--- src/rtl/ps2_host_tx.sv ---
// PS/2 host-to-device transmitter: inhibit, request-to-send, shift one byte on
// device clocks, check ACK. Optional single automatic retry via PS2_TX_RETRY_EN.
module ps2_host_tx #(
    parameter int unsigned CLK_HZ     = 50000000,
    parameter int unsigned INHIBIT_US = 120,
    parameter int unsigned TIMEOUT_US = 15000
) (
    input  logic       clk,
    input  logic       reset,
    input  logic [7:0] tx_data,
    input  logic       tx_valid,
    output logic       tx_ready,
    input  logic       ps2_clk_in,
    input  logic       ps2_dat_in,
    output logic       ps2_clk_oe,
    output logic       ps2_dat_oe,
    output logic       rx_inhibit,
    output logic       tx_done,
    output logic       tx_err
);

    localparam int unsigned CYC_PER_US = CLK_HZ / 1000000;
    localparam logic [19:0] INH_LAST   = 20'(CYC_PER_US * INHIBIT_US - 1);
    localparam logic [19:0] WD_LAST    = 20'(CYC_PER_US * TIMEOUT_US - 1);

    typedef enum logic [2:0] {
        S_IDLE,
        S_INHIBIT,
        S_RTS,
        S_SHIFT,
        S_ACK,
        S_WAIT_IDLE,
        S_FAIL
    } state_t;

    state_t      state_reg, state_next;
    logic [2:0]  clk_sync_reg;
    logic [1:0]  dat_sync_reg;
    logic [1:0]  init_reg;
    logic [7:0]  data_reg, data_next;
    logic        parity_reg, parity_next;
    logic [3:0]  bit_reg, bit_next;
    logic [19:0] timer_reg, timer_next;
    logic        dat_oe_reg, dat_oe_next;
`ifdef PS2_TX_RETRY_EN
    logic        retry_reg, retry_next;
`endif

    logic clk_s, dat_s, clk_fall, idle_ok, accept;

    // Bit 2 of the clock chain holds the previous synced level for edge detection.
    assign clk_s    = clk_sync_reg[1];
    assign dat_s    = dat_sync_reg[1];
    assign clk_fall = clk_sync_reg[2] & ~clk_sync_reg[1];
    assign idle_ok  = clk_s & dat_s;

    assign tx_ready   = (state_reg == S_IDLE) && init_reg[1];
    assign accept     = tx_valid && tx_ready;
    assign rx_inhibit = (state_reg != S_IDLE);
    assign ps2_clk_oe = (state_reg == S_INHIBIT) || (state_reg == S_RTS);
    assign ps2_dat_oe = (state_reg == S_RTS) || ((state_reg == S_SHIFT) && dat_oe_reg);

    always_ff @(posedge clk) begin
        if (reset) begin
            clk_sync_reg <= 3'b111;
            dat_sync_reg <= 2'b11;
            init_reg     <= 2'b00;
            state_reg    <= S_IDLE;
            data_reg     <= 8'h00;
            parity_reg   <= 1'b0;
            bit_reg      <= 4'd0;
            timer_reg    <= 20'd0;
            dat_oe_reg   <= 1'b0;
`ifdef PS2_TX_RETRY_EN
            retry_reg    <= 1'b0;
`endif
        end else begin
            clk_sync_reg <= {clk_sync_reg[1:0], ps2_clk_in};
            dat_sync_reg <= {dat_sync_reg[0], ps2_dat_in};
            init_reg     <= {init_reg[0], 1'b1};
            state_reg    <= state_next;
            data_reg     <= data_next;
            parity_reg   <= parity_next;
            bit_reg      <= bit_next;
            timer_reg    <= timer_next;
            dat_oe_reg   <= dat_oe_next;
`ifdef PS2_TX_RETRY_EN
            retry_reg    <= retry_next;
`endif
        end
    end

    always_comb begin
        state_next  = state_reg;
        data_next   = data_reg;
        parity_next = parity_reg;
        bit_next    = bit_reg;
        timer_next  = timer_reg;
        dat_oe_next = dat_oe_reg;
`ifdef PS2_TX_RETRY_EN
        retry_next  = retry_reg;
`endif
        tx_done     = 1'b0;
        tx_err      = 1'b0;

        case (state_reg)
            S_IDLE: begin
                if (accept) begin
                    data_next   = tx_data;
                    parity_next = ~^tx_data;
                    timer_next  = 20'd0;
                    state_next  = S_INHIBIT;
`ifdef PS2_TX_RETRY_EN
                    retry_next  = 1'b0;
`endif
                end
            end
            S_INHIBIT: begin
                if (timer_reg == INH_LAST) begin
                    state_next = S_RTS;
                end else begin
                    timer_next = timer_reg + 20'd1;
                end
            end
            S_RTS: begin
                // Start bit stays driven after the clock line is released.
                state_next  = S_SHIFT;
                timer_next  = 20'd0;
                bit_next    = 4'd0;
                dat_oe_next = 1'b1;
            end
            S_SHIFT, S_ACK, S_WAIT_IDLE: begin
                timer_next = timer_reg + 20'd1;
                if ((state_reg == S_WAIT_IDLE) && idle_ok) begin
                    tx_done    = 1'b1;
                    state_next = S_IDLE;
                end else if (timer_reg == WD_LAST) begin
                    dat_oe_next = 1'b0;
                    state_next  = S_FAIL;
                end else if (clk_fall) begin
                    if (state_reg == S_SHIFT) begin
                        bit_next = bit_reg + 4'd1;
                        if (bit_reg < 4'd8) begin
                            dat_oe_next = ~data_reg[bit_reg[2:0]];
                        end else if (bit_reg == 4'd8) begin
                            dat_oe_next = ~parity_reg;
                        end else begin
                            dat_oe_next = 1'b0;
                            state_next  = S_ACK;
                        end
                    end else if (state_reg == S_ACK) begin
                        state_next = dat_s ? S_FAIL : S_WAIT_IDLE;
                    end
                end
            end
            S_FAIL: begin
                dat_oe_next = 1'b0;
`ifdef PS2_TX_RETRY_EN
                if (!retry_reg) begin
                    retry_next = 1'b1;
                    timer_next = 20'd0;
                    state_next = S_INHIBIT;
                end else begin
                    tx_err     = 1'b1;
                    state_next = S_IDLE;
                end
`else
                tx_err     = 1'b1;
                state_next = S_IDLE;
`endif
            end
            default: state_next = S_IDLE;
        endcase
    end

endmodule
--- config.mk ---
export PLATFORM = sky130hd
export DESIGN_NAME = ps2_host_tx
export DESIGN_NICKNAME = d
export VERILOG_FILES = /design/src/rtl/ps2_host_tx.sv
export SDC_FILE = /design/constraint.sdc
export NUM_CORES = 1
export LEC_CHECK = 0
export CAP_MARGIN = 0
export CORE_MARGIN = 2
export CORE_UTILIZATION = 57
export CTS_CLUSTER_SIZE = 12
export DETAILED_ROUTE_END_ITERATION = 6
export PLACE_DENSITY = 0.78
export REMOVE_ABC_BUFFERS = 1
export SLEW_MARGIN = 20
export SYNTH_ARGS = -nofsm -noshare
export SYNTH_HDL_FRONTEND = slang
export SYNTH_SLANG_ARGS = --single-unit
--- constraint.sdc ---
create_clock -name clk -period 2.34 [get_ports clk]
set_clock_uncertainty 0.2 [all_clocks]
set_input_delay 0.234 -clock clk [delete_from_list [all_inputs] [get_ports clk]]
set_output_delay 0.234 -clock clk [all_outputs]
set_load 0.05 [all_outputs]
==> metrics <==
gr ovfl total=0; Starting Density=0.5911; via total after detailed routing=2081; CTS tree=yes; PwrDens=605.5 nW/um^2; outcome=finished, final reports clean; Synth Area in Adders=0.01599; number of global-route vias before repair=1813; Max-Cap Viols=0; max FFs per register=20; slowest cell delay on critical path=500 ps; Startpoint Class=register; ANT cells=0; Worst slew margin=0.6264; Slew @ Worst Pin=557.1 ps; synth cell count leaders=44 x dfxtp_1, 25 x nor2_1, 19 x a21oi_1; Initial DRC Count=161; Post-layout nets=317; hold_ws=213.5 ps; Vias/cell=5.929; Hold-fix buffers, CTS=0; RSZ-0062 raised after global routing=no; cell family with most CP delay=simple AND/OR/NAND/NOR gates; most common cell in the netlist=dfxtp_1; Crit Path Category=register to register; multi-input gate area in the final layout=1398 um^2; simple-gate portion of the synthesized area=0.2820; fin. max-slew vios=0; cell total after placement=344; die area=4647 um^2; share of layout cells above drive strength 1=0.1661; maximum vdd drop=0.6237 mV; Synth Area in XOR/XNOR=0.05970; Post-Syn Instances=270; H-tree depth=2; Sinks on Clock Net=44; period utilization=0.9485; Post-synth EDFFs=0; initial antenna violation count=0; cell taking the most area after synthesis=dfxtp_1; main combinational cell family by area after synthesis=simple AND/OR/NAND/NOR gates; Setup Fix Bufs, Post-CTS=0; Area Growth Syn to Fin=20.26%; CORE AREA=3971 um^2; CP Cell Sequence=or4b_1, or3_4, a2bb2oi_2, nor3b_1, a2111oi_2; DRC errors left=0; WL final=5119 um; Post-DRT Antenna Nets=0; Synthesis Warnings=0; Yosys reg bits=44; clock buffer depth=2; Avg Cell Area, Syn=8.694 um^2; Cell Area, Synth=2347 um^2; critical path capture point type=register; CTS Buf Count=5; CP Max Fanout=7; top post-synthesis cells by area=dfxtp_1 38%, xnor2_1 5.6%, mux2i_1 5.5%; global placement routability congestion=0.8629; CP max stage cell=or4b_1; Die Y=68.17 um; post-CTS sizing=0; port bufs=18; Final HPWL DP=3656 um; CP arrival=2220 ps; Critical Path RT=2340 ps; area share of the largest cell type after synthesis=0.3753; register area=883.3 um^2; largest net degree at the start of global routing=21; Hold Crit Class=register to register; wire per inst=14.58 um; All-Layer GR Usage=0.2354; Clk Latency, worst-skew pair=300 ps; # rows=23; Buf+Inv Stages, Crit Path=0; Tot Pwr=1709 uW; FILL cells=313; Setup Total Neg Slack=0 ps; mux cell area share after synthesis=0.08422; final hold vios=0; Netlist cell types=51; ys flop type=dfxtp_1; first-pass GRT wire length=8231 um; First-pass DRT Iterations=4; Compound-Gate Fraction of Synth Area=0.1455; die width=68.17 um; highest clock rate=450.6 MHz; final std cells w/o fill=351; final setup fails=0; # IOs=19; register area share after synthesis=0.3753; fin crit period=2219 ps; Clock transition at path regs=80 ps; Leak=0.001003 uW; ys async rst share=0; Root Buffer=clkbuf_8
==> where the power goes <==
| group | internal (uW) | switching, uW | total [uW] |
|---|---|---|---|
| Sequential | 767 | 19.7 | 787 |
| Combinational | 114 | 138 | 252 |
| Clock | 420 | 250 | 670 |
==> path summary, 6_finish.rpt <==
check,slack [ps],startpoint,to,depth (start not counted)
setup / recovery,120,timer_reg[15],state_reg[0],5
hold / removal,210,dat_sync_reg[0],dat_sync_reg[1],1
setup reg to reg,120,timer_reg[15],state_reg[0],5
hold reg to reg,210,dat_sync_reg[0],dat_sync_reg[1],1
==> worst reg2reg max path, delay by kind of cell (launching register included) <==
kind,cells,cell delay [ps]
AO/OA/AOI/OAI,2,540
AND/OR/NAND/NOR,3,1030
flip-flops,1,350
==> routing by layer <==
metal	share of wire	global-route usage	up-vias
met2	0.51	0.4041	32
met4	0.013	0.06750	0
li1	-	-	1044
met3	0.032	0.04934	9
met1	0.45	0.2966	996
met5	0	0	-
==> cells by family (layout without fill, tap and decap cells) <==
family,Yosys count,in the layout
AND/OR/NAND/NOR,120,120
AO/OA/AOI/OAI,48,48
flip-flops,44,44
buffers and inverters,22,53
multiplexers,17,17
XOR/XNOR,16,16
adder cells (fa/ha/maj),3,3
==> cell usage in the layout (no fill, tap or decap), types with 3 or more instances in the layout <==
cell type / synthesis / final
dfxtp_1: 44 / 42
nor2_1: 25 / 25
buf_4: 0 / 23
a21oi_1: 19 / 19
nand2_1: 18 / 18
xnor2_1: 15 / 15
mux2i_1: 13 / 13
clkdlybuf4s50_1: 0 / 12
nand3_1: 10 / 10
inv_1: 9 / 9
nand4_1: 8 / 8
or4_1: 8 / 8
nor3_1: 7 / 7
and3_1: 7 / 7
o31ai_1: 7 / 6
nand2b_1: 5 / 5
o21ai_1: 5 / 5
or3_1: 5 / 5
or2_2: 5 / 5
clkbuf_8: 0 / 5
and2_1: 3 / 3
o211ai_1: 3 / 3
nor4_1: 4 / 3
ha_1: 3 / 3
==> stage by stage <==
step / setup slack (ps) / util / instance area [um^2]
2_1_floorplan: -2.569 / - / 2297
3_3_place_gp: 90.84 / 0.6742 / 2678
3_5_place_dp: 33.12 / 0.6742 / 2678
4_1_cts: 92.05 / 0.7067 / 2806
5_1_grt: 23.07 / 0.7108 / 2823
6_report: 120.6 / 0.7108 / 2823
==> final cells by class <==
class | count | area share
clock buffers | 5 | 0.02438
clock inverters | 2 | 0.02128
inverters | 10 | 0.01330
multi-input cells | 204 | 0.4951
flip-flops and latches | 44 | 0.3129
well taps | 50 | 0.02216
repair buffers | 36 | 0.1108
(Power assumes the default switching activity.)
